`src/rtl/simple_adder_deser.sv`:
```
// simple_adder_deser: captures an MSB-first serial result stream into parallel
// RES_WIDTH-bit words and buffers them in a small FIFO with valid/ready output.
// An en_i pulse marks the MSB of each frame. Words that complete while the FIFO
// is full, with no pop on that edge, are dropped and set a sticky overrun flag.
// Optional feature: define SIMPLE_ADDER_DESER_PARITY_EN to add parity_o, the
// XOR of the head word's bits, stored with each FIFO entry.
module simple_adder_deser #(
    parameter int RES_WIDTH  = 3,
    parameter int FIFO_DEPTH = 2
) (
    input  logic                          clk,
    input  logic                          rst,
    input  logic                          in,
    input  logic                          en_i,
    output logic [RES_WIDTH-1:0]          data_o,
    output logic                          valid_o,
    input  logic                          ready_i,
    output logic [$clog2(FIFO_DEPTH):0]   fill_o,
    output logic                          overrun_o
`ifdef SIMPLE_ADDER_DESER_PARITY_EN
    ,output logic                         parity_o
`endif
);

    localparam int CW = $clog2(RES_WIDTH);
    localparam int PW = $clog2(FIFO_DEPTH);
    localparam logic [CW-1:0] LAST  = CW'(RES_WIDTH - 1);
    localparam logic [PW:0]   DEPTH = (PW + 1)'(FIFO_DEPTH);

    typedef enum logic {IDLE, SHIFT} state_t;

    state_t                state;
    logic [CW-1:0]         cnt;
    logic [RES_WIDTH-1:0]  sr;
    logic [RES_WIDTH-1:0]  sr_next;
    logic [CW-1:0]         sh;
    logic                  complete;
    logic [RES_WIDTH-1:0]  word;

    logic [RES_WIDTH-1:0]  mem [FIFO_DEPTH];
`ifdef SIMPLE_ADDER_DESER_PARITY_EN
    logic                  par_mem [FIFO_DEPTH];
`endif
    logic [PW-1:0]         wr_ptr;
    logic [PW-1:0]         rd_ptr;
    logic                  full;
    logic                  push;
    logic                  pop;

    // Bit placement and word-completion decode. Each bit is ORed into its final
    // position; the LSB is taken straight from in on the completing edge, so the
    // shift register's bit 0 is always zero when the word is assembled.
    always_comb begin
        sh       = LAST - cnt;
        sr_next  = sr | (RES_WIDTH'(in) << sh);
        complete = (state == SHIFT) && !en_i && (cnt == LAST);
        word     = {sr[RES_WIDTH-1:1], in};
    end

    // Frame capture FSM: en_i always (re)starts a frame with the current bit as MSB.
    always_ff @(posedge clk or posedge rst) begin
        if (rst) begin
            state <= IDLE;
            cnt   <= '0;
            sr    <= '0;
        end else begin
            case (state)
                IDLE: begin
                    if (en_i) begin
                        sr    <= {in, {(RES_WIDTH-1){1'b0}}};
                        cnt   <= CW'(1);
                        state <= SHIFT;
                    end
                end
                SHIFT: begin
                    if (en_i) begin
                        sr    <= {in, {(RES_WIDTH-1){1'b0}}};
                        cnt   <= CW'(1);
                    end else if (cnt == LAST) begin
                        sr    <= '0;
                        cnt   <= '0;
                        state <= IDLE;
                    end else begin
                        sr    <= sr_next;
                        cnt   <= cnt + CW'(1);
                    end
                end
                default: begin
                    state <= IDLE;
                    cnt   <= '0;
                    sr    <= '0;
                end
            endcase
        end
    end

    // FIFO control: a pop frees the head slot, so a push on a full FIFO is
    // accepted when it coincides with a pop.
    always_comb begin
        full    = (fill_o == DEPTH);
        valid_o = (fill_o != '0);
        pop     = valid_o && ready_i;
        push    = complete && (!full || pop);
    end

    // FIFO storage, pointers, fill count and sticky overrun flag.
    always_ff @(posedge clk or posedge rst) begin
        if (rst) begin
            for (int unsigned i = 0; i < FIFO_DEPTH; i++) begin
                mem[i] <= '0;
`ifdef SIMPLE_ADDER_DESER_PARITY_EN
                par_mem[i] <= 1'b0;
`endif
            end
            wr_ptr    <= '0;
            rd_ptr    <= '0;
            fill_o    <= '0;
            overrun_o <= 1'b0;
        end else begin
            if (push) begin
                mem[wr_ptr] <= word;
`ifdef SIMPLE_ADDER_DESER_PARITY_EN
                par_mem[wr_ptr] <= ^word;
`endif
                wr_ptr <= wr_ptr + PW'(1);
            end
            if (pop) begin
                rd_ptr <= rd_ptr + PW'(1);
            end
            case ({push, pop})
                2'b10:   fill_o <= fill_o + (PW + 1)'(1);
                2'b01:   fill_o <= fill_o - (PW + 1)'(1);
                default: fill_o <= fill_o;
            endcase
            if (complete && full && !pop) begin
                overrun_o <= 1'b1;
            end
        end
    end

    // Head-of-buffer output, forced to zero while the buffer is empty.
    always_comb begin
        data_o = valid_o ? mem[rd_ptr] : '0;
`ifdef SIMPLE_ADDER_DESER_PARITY_EN
        parity_o = valid_o ? par_mem[rd_ptr] : 1'b0;
`endif
    end

endmodule

```
`config.mk`:
```
export PLATFORM = sky130hd
export DESIGN_NAME = simple_adder_deser
export DESIGN_NICKNAME = d
export VERILOG_FILES = /design/src/rtl/simple_adder_deser.sv
export SDC_FILE = /design/constraint.sdc
export NUM_CORES = 1
export LEC_CHECK = 0
export CAP_MARGIN = 25
export CORE_MARGIN = 3
export CORE_UTILIZATION = 45
export CTS_CLUSTER_SIZE = 30
export DETAILED_ROUTE_END_ITERATION = 8
export HOLD_SLACK_MARGIN = 0.06
export PLACE_DENSITY_LB_ADDON = 0.12
export SETUP_SLACK_MARGIN = 0.5
export SLEW_MARGIN = 5
export SYNTH_ARGS = -nofsm -noshare
export SYNTH_HDL_FRONTEND = slang
export SYNTH_SLANG_ARGS = --single-unit
```
`constraint.sdc`:
```
create_clock -name clk -period 2.2 [get_ports clk]
set_clock_uncertainty 0.05 [all_clocks]
set_input_delay 0.44 -clock clk [delete_from_list [all_inputs] [get_ports clk]]
set_output_delay 0.44 -clock clk [all_outputs]
set_load 0.02 [all_outputs]
```
Word-level counts from Yosys, hierarchy flattened:

Index checks and enable logic that the tools add are counted.

* shift operators: 1
* multipliers: 0
* reduce and logical (&&, ||, !) cells: 13
* eq/ne operators: 5
* mux-type cells: 20
* bitwise logic cells: 4
* div/mod/pow operators: 0
* add/subtract/negate cells: 6
* $lt $le $gt $ge: 3

Operators with widths (count)
* $mux W3: 8
* $pmux W2 S2: 2
* $logic_and A1 B1 Y1: 7
* $bwmux W6: 1
* $eq A2 B2 Y1 const B: 3
* $mux W2: 3
* $pmux W3 S2: 1
* $add A2 B1 Y2 const B: 2
* $ge A2 B2 Y1 const B: 2
* $not A1 Y2: 2
* $reduce_bool A2 Y1: 2
* $demux W3 S1: 1
* $logic_not A1 Y1: 3
* $mux W1: 3
* $or A3 B3 Y3: 1
* $shl A1 B2 Y3: 1
* $add A1 B1 Y1 const B: 2
* $eq A2 B1 Y1 const B: 1
* $lt A2 B1 Y1 const B: 1
* $ne A2 B2 Y1 const B: 1
* $pmux W1 S2: 1
* $sub A2 B1 Y2 const B: 1
* $sub A2 B2 Y2 const A: 1
* $logic_or A1 B1 Y1: 1
* $not A1 Y1: 1

* input bits: 5
* bits in registers: 17
* output and inout bits: 7
* memories: 0
* bits in read-only memories: 0
* latch bits: 0
* RAM bits: 0

Logic depth before layout (Yosys ltp):

Gate-level depths: netlist (run 1).

* word-level depth: 6
* gate-level depth with buffers: 8

Worst setup path before layout (run 1):

OpenSTA, ideal clock, no wires.

* kind: reg-to-reg
* from: register cnt[0]
* to: register fill_o[1]
* slack: 0.374 ns
* data arrival time: 1.697 ns
* stages on the path, launching flop included: 8
* path buffers: 0
* library setup time: 0.080 ns
* data required time: 2.070 ns
* cell sequence: dfrtp_1 > inv_1 > ha_1 > nand2_1 > or3_1 > ha_1 > nor2_1 > xor2_1

* cells in the longest elaborated chain, start to end: 5

Ends and longest elaborated chain
* from (decl): line 33 `logic [CW-1:0] cnt;`
* from (signal assigned): line 85 `cnt <= cnt + CW'(1);`
* $eq A2 B2 Y1 (*): line 56 `complete = (state == SHIFT) && !en_i && (cnt == LAST);`
* $logic_and A1 B1 Y1 (*): line 56
* $logic_and A1 B1 Y1 (*): line 103 `push = complete && (!full || pop);`
* $eq A2 B1 Y1 / $eq A2 B2 Y1 (equally long branches): line 130 `case ({push, pop})`
* $pmux W2 S2 / $reduce_bool A2 Y1 (equally long branches)
* to (signal assigned): line 131 `2'b10: fill_o <= fill_o + (PW + 1)'(1);`
* to (signal assigned): line 132 `2'b01: fill_o <= fill_o - (PW + 1)'(1);`
* to (signal assigned): line 133 `default: fill_o <= fill_o;`
* to (decl): line 18 `output logic [$clog2(FIFO_DEPTH):0] fill_o,`

Every way passes the cells marked *; elsewhere a longest branch is shown, timed or not.
A chain may end at the register's enable or synchronous reset.

Final worst setup path (run 1):

Same ends and word-level chain as after synthesis.

==> results of run 1 <==
state kept, by name, summed over array words and instances (netlist names):
register   flops
mem            6
cnt            2
fill_o         2
sr             2
overrun_o      1
rd_ptr         1
state          1
wr_ptr         1
final cells by class:
class | instances | share of cell area [%]
sequential | 16 | 38.1
inverter | 6 | 2.13
tap | 16 | 1.89
clock buffer | 4 | 2.48
multi-input combinational | 42 | 38.1
timing repair buffer | 23 | 17.2
final timing paths:
check,start,endpoint,cells past startpoint
worst max-delay path,cnt[0],fill_o[1],8
worst min-delay path,overrun_o,overrun_o,1
worst max register to register,cnt[0],fill_o[1],8
worst min register to register,overrun_o,overrun_o,1
max in group asynchronous,rst,fill_o[0],2
min in group asynchronous,rst,mem[5],2
report_power, final:
group / total (uW) / internal [uW] / switching, uW
Combinational: 587 / 320 / 266
Clock: 161 / 70.1 / 90.5
Sequential: 497 / 404 / 92.8
Total: 1240 / 794 / 450
cell families after synthesis:
family                     Yosys count
DFF                                 16
and+or+nand+nor                     17
xor gates and xnor gates             5
buffers and inverters                8
muxes                               10
AOI/OAI and AO/OA                    6
adders and majority gates            4
synthesized netlist by cell type (2+ instances only):
master and count:
inv_1 6, mux2_2 3, mux2i_1 4, nor2_1 6
ha_1 4, xnor2_1 3, nor2b_1 2, xor2_1 2
o21ai_0 2, nand2_1 4, dfrtp_1 16, mux2_4 3
metal layers:
metal | track usage, % | share of wire, %
met3 | 3.38 | 4.6
met2 | 22.2 | 44
met5 | 0 | 0
met4 | 4.84 | 0.64
met1 | 20.0 | 51
repair_timing:
item,4_1_cts,5_1_grt
cloned,0,0
pin swaps,5,3
setup endpoints to repair,11,9
setup buffers,8,2
gates resized for setup,19,9
through the flow:
stage	worst slack, ns	std cells
5_1_grt	0.338	107
4_1_cts	0.417	105
3_3_place_gp	0.138	93
2_1_floorplan	0.498	66
3_5_place_dp	0.100	93
6_report	0.432	107
worst max-delay path, cell delays in order, from the launching register on:
cell and delay, ns:
dfrtp_1 0.40, inv_2 0.08, ha_4 0.14, nand2_4 0.06
or3_4 0.40, ha_4 0.17, xnor2_2 0.12, nor2_1 0.12
xor2_1 0.15
==> flow_summary.yaml, run 1 <==
run_status:
  status: "completed"
synth:
  yosysTopAreaCell: "dfrtp_1"
  ys_seq_area_share_pct: 51.0
  synthCells: 66
  synth_cell_type_count: 23
  synth_ff_type: "dfrtp_1"
  ys_async_sr_fraction_pct: 100
  synth_seq_cells: 16
  muxShareOfSynthArea_pct: 15.1
  synth_edf_count: 0
  synthesis.area_um2: 786
  yosys.area_share.simple_pct: 12.4
  synth_top_area_share_pct: 51.0
  avgSynthCellArea_um2: 11.9
  yosys.area_share.adder_pct: 6.37
  yosys_warnings: 0
  synth_area_leaders: "dfrtp_1, ha_1, mux2_4, mux2i_1, mux2_2"
  synth-compound-area-share_pct: 5.25
  synth_top_family_by_area: "multiplexers"
  syn-num-nets: 75
  synth_xor_area_share_pct: 5.57
sta:
  tightest_slew_ns: 0.581
  finalSetupViolCount: 0
  period_minus_slack_ns: 1.77
  hold_violations: 0
  whs_ns: 0.439
  maxSlewViolCount: 0
  slew_headroom_pct: 61.2
  period_share_pct: 80.4
  clock.fmax_mhz: 566
  rsz0062_at_grt: "true"
  tns_ns: 0
final_layout:
  final_cell_mix: "dfrtp_1, buf_4, inv_1, nor2_1, mux2i_1"
  multiInputGateArea_um2: 404
  fin_area_um2: 1060
  syn_to_final_growth_pct: 34.9
  fin_nets: 101
  num-fill-cells: 122
  drive_gt1_share_pct: 40.7
  layout_commonest_cell: "dfrtp_1"
  seq_area_um2: 404
  post-route-util_pct: 67.2
  diodes: 0
floorplan:
  die_area_um2: 2280
  start_util_pct: 49.8
  die_h_um: 47.8
  io_pins: 12
  fp.dieW_um: 47.8
  core-area_um2: 1580
  row_count: 14
worst_setup_path:
  rrSetupSlack_ns: 0.43
  worstSetupPathType: "flop to flop"
  arrival_ns: 1.92
  end_kind: "flop"
  required_ns: 2.36
  crit_path_start_kind: "flop"
  critPathMaxFanout: 3
placement:
  gp_congestion: 0.700
  dp_hpwl_um: 948
  portBuffers: 11
  dpl_cell_area_um2: 951
power:
  ir_drop_mv: 0.591
  p_leak_uw: 0.000527
  power_uw: 1240
  power_density_nw_per_um2: 1170
clock_network:
  cts.sinks: 16
  clk_pin_slew_worst_paths_ns: 0.10
  hold_buffers: 0
  clockBufferDepth: 2
  cts_tree: "done"
  cts_buffers: 3
  cts-root-buf: "clkbuf_4"
  htreeDepth: 1
  insertion_delay_ns: 0.28
global_route:
  grt_overflow: 0
  grt_pass1_vias: 510
  grt.total_usage_pct: 14.5
  grt_max_degree: 17
  grt_pass1_wl_mm: 2.26
  antenna_found_initial: 0
detailed_routing:
  drc: 0
  firstDrtPassIters: 4
  wl_per_cell_um: 13.2
  via_per_inst: 5.12
  drt-total-wl_mm: 1.42
  drtAntennaViolNets: 0
  num_vias: 548
  first_iter_violations: 8
run:
  cap_viol_max_count: 0
hold_path:
  hold_path_class: "flop to flop"
No activity file was read; power rests on OpenSTA's default activity.
==> run 2, diff against run 1 <==
==> constraint.sdc (replaced) <==
create_clock -name clk -period 1.7 [get_ports clk]
set_clock_uncertainty 0.05 [all_clocks]
set_input_delay 0.34 -clock clk [delete_from_list [all_inputs] [get_ports clk]]
set_output_delay 0.34 -clock clk [all_outputs]
set_load 0.02 [all_outputs]
==> run 2 against run 1 <==
  * Critical path type unchanged
  * Sequential power rose by 31%
  * Register-to-register slack got worse by 0.45 ns
  * Worst setup slack got worse by 0.45 ns
  * Non-clock buffer count rose by 6
  * Sequential cell count did not move
  * The flow now finishes with violations (setup timing)
  * Cell count rose by 5.6%
  * First-iteration DRC count fell by 50%
==> flow_summary.yaml, run 2 (same netlist as run 1, synthesis figures left out) <==
run_status:
  status: "finished, violations left"
  violations: "setup timing"
floorplan:
  io_pins: 12
  die_h_um: 47.8
  row_count: 14
  start_util_pct: 49.8
  core-area_um2: 1580
  fp.dieW_um: 47.8
  die_area_um2: 2280
final_layout:
  top_register: "mem"
  drive_gt1_share_pct: 60.8
  post-route-util_pct: 78.7
  syn_to_final_growth_pct: 57.8
  diodes: 0
  num-fill-cells: 117
  layout_commonest_cell: "buf_4"
  largest_reg_flops: 6
  fin_area_um2: 1240
  fin_nets: 107
  final_cell_mix: "buf_4, dfrtp_1, buf_6"
sta:
  period_share_pct: 101
  finalSetupViolCount: 3
  period_minus_slack_ns: 1.72
  tns_ns: -0.0558
  clock.fmax_mhz: 581
  tightest_slew_ns: 0.213
  whs_ns: 0.305
  hold_violations: 0
  finalWorstSetupSlack_ns: -0.0204
  maxSlewViolCount: 0
  slew_headroom_pct: 85.5
  rsz0062_at_grt: "true"
clock_network:
  insertion_delay_ns: 0.28
  htreeDepth: 1
  cts_buffers: 3
  cts_tree: "done"
  cts.sinks: 16
  hold_buffers: 0
  clockBufferDepth: 2
  cts-root-buf: "clkbuf_4"
  clk_pin_slew_worst_paths_ns: 0.09
detailed_routing:
  first_iter_violations: 4
  drtAntennaViolNets: 0
  firstDrtPassIters: 3
  wl_per_cell_um: 14.4
  drc: 0
  via_per_inst: 5.40
  num_vias: 610
  drt-total-wl_mm: 1.63
power:
  power_density_nw_per_um2: 1590
  swShare_pct: 35.5
  power_frac_seq_pct: 33.1
  clock_power_share_pct: 12.7
  p_leak_uw: 0.000594
  power_uw: 1980
  p_int_uw: 1270
  power.switching_uw: 702
  p_comb_share_pct: 54.2
  ir_drop_mv: 0.932
global_route:
  grt.total_usage_pct: 15.7
  grt_overflow: 0
  grt_max_degree: 17
  antenna_found_initial: 0
  grt_pass1_vias: 585
  grt_pass1_wl_mm: 2.46
worst_setup_path:
  r2r_start: "cnt[0]"
  end_kind: "flop"
  rrSetupSlack_ns: -0.02
  crit-reg2reg-capture: "mem[2]"
  required_ns: 1.83
  arrival_ns: 1.85
  worstSetupPathType: "flop to flop"
  critPathMaxFanout: 3
  reg2regPathDepth: 5
  crit_path_start_kind: "flop"
hold_path:
  hold_path_class: "primary input to async pin"
placement:
  portBuffers: 11
  dp_hpwl_mm: 1.05
  gp_congestion: 0.689
  dpl_cell_area_um2: 1040
run:
  cap_viol_max_count: 0
## run 2: changes by cell type in the layout (fill, tap and decap cells not counted), sizes merged
cell	previous run	this run
dlygate4sd2	3	1
clkdlybuf4s15	1	0
buf	14	25
clkbuf	6	4
## run 2: per-layer routing
layer  share of wire, %  GRT usage (%)
met3                4.2           5.64
met5                  0              0
met1                 40           19.2
met2                 55           25.9
met4               0.86           4.84
## run 2: worst max-delay path, stage by stage, from the launching register on
cell and delay [ns]:
dfrtp_1 0.40, inv_2 0.08, ha_4 0.14, nand2_4 0.05, or4b_4 0.58, mux2_4 0.31
## run 2: how the worst max path moves through the flow
stage / start / end
after floorplan: cnt[0] / fill_o[1]
after global placement: ready_i / fill_o[1]
after detailed placement: ready_i / fill_o[1]
after CTS: cnt[0] / fill_o[1]
after global routing: cnt[0] / fill_o[1]
final: cnt[0] / mem[2]
## run 2: timing repair
item | 4_1_cts | 5_1_grt
gates resized for setup | 48 | 20
setup endpoints to repair | 20 | 21
pin swaps | 3 | 3
hold endpoints to repair | 0 | 0
setup buffers | 3 | 3
## run 2: metrics by stage
step | setup slack [ns] | instances
finish | -0.0204 | 113
global route | -0.0767 | 113
CTS | 0.0228 | 110
detailed placement | -0.300 | 103
global placement | -0.266 | 103
floorplan | 0.0147 | 66
## run 2: layout make-up
cell class / count / area (um^2) / area share [%]
Clock buffer: 4 / 36.3 / 2.93
Inverter: 6 / 25.0 / 2.02
Tap cell: 16 / 20.0 / 1.61
Multi-Input combinational cell: 42 / 487 / 39.3
Timing Repair Buffer: 29 / 268 / 21.6
Sequential cell: 16 / 404 / 32.6
## run 2: power by group through the flow
stage / sequential, uW / combinational (uW) / clock, uW
floorplan: 653 / 442 / 0
global placement: 626 / 788 / 0
detailed placement: 629 / 799 / 0
CTS: 630 / 854 / 258
global route: 668 / 1150 / 283
finish: 653 / 1070 / 251
==> run 3, diff against run 2 <==
--- a/config.mk
+++ b/config.mk
@@ -10,10 +10,10 @@
 export CORE_UTILIZATION = 45
 export CTS_CLUSTER_SIZE = 30
 export DETAILED_ROUTE_END_ITERATION = 8
+export GPL_ROUTABILITY_DRIVEN = 0
 export HOLD_SLACK_MARGIN = 0.06
 export PLACE_DENSITY_LB_ADDON = 0.12
 export SETUP_SLACK_MARGIN = 0.5
-export SLEW_MARGIN = 5
 export SYNTH_ARGS = -nofsm -noshare
 export SYNTH_HDL_FRONTEND = slang
 export SYNTH_SLANG_ARGS = --single-unit
==> results of run 3 <==
Final layout, timing and power as in run 2 (identical DEF).
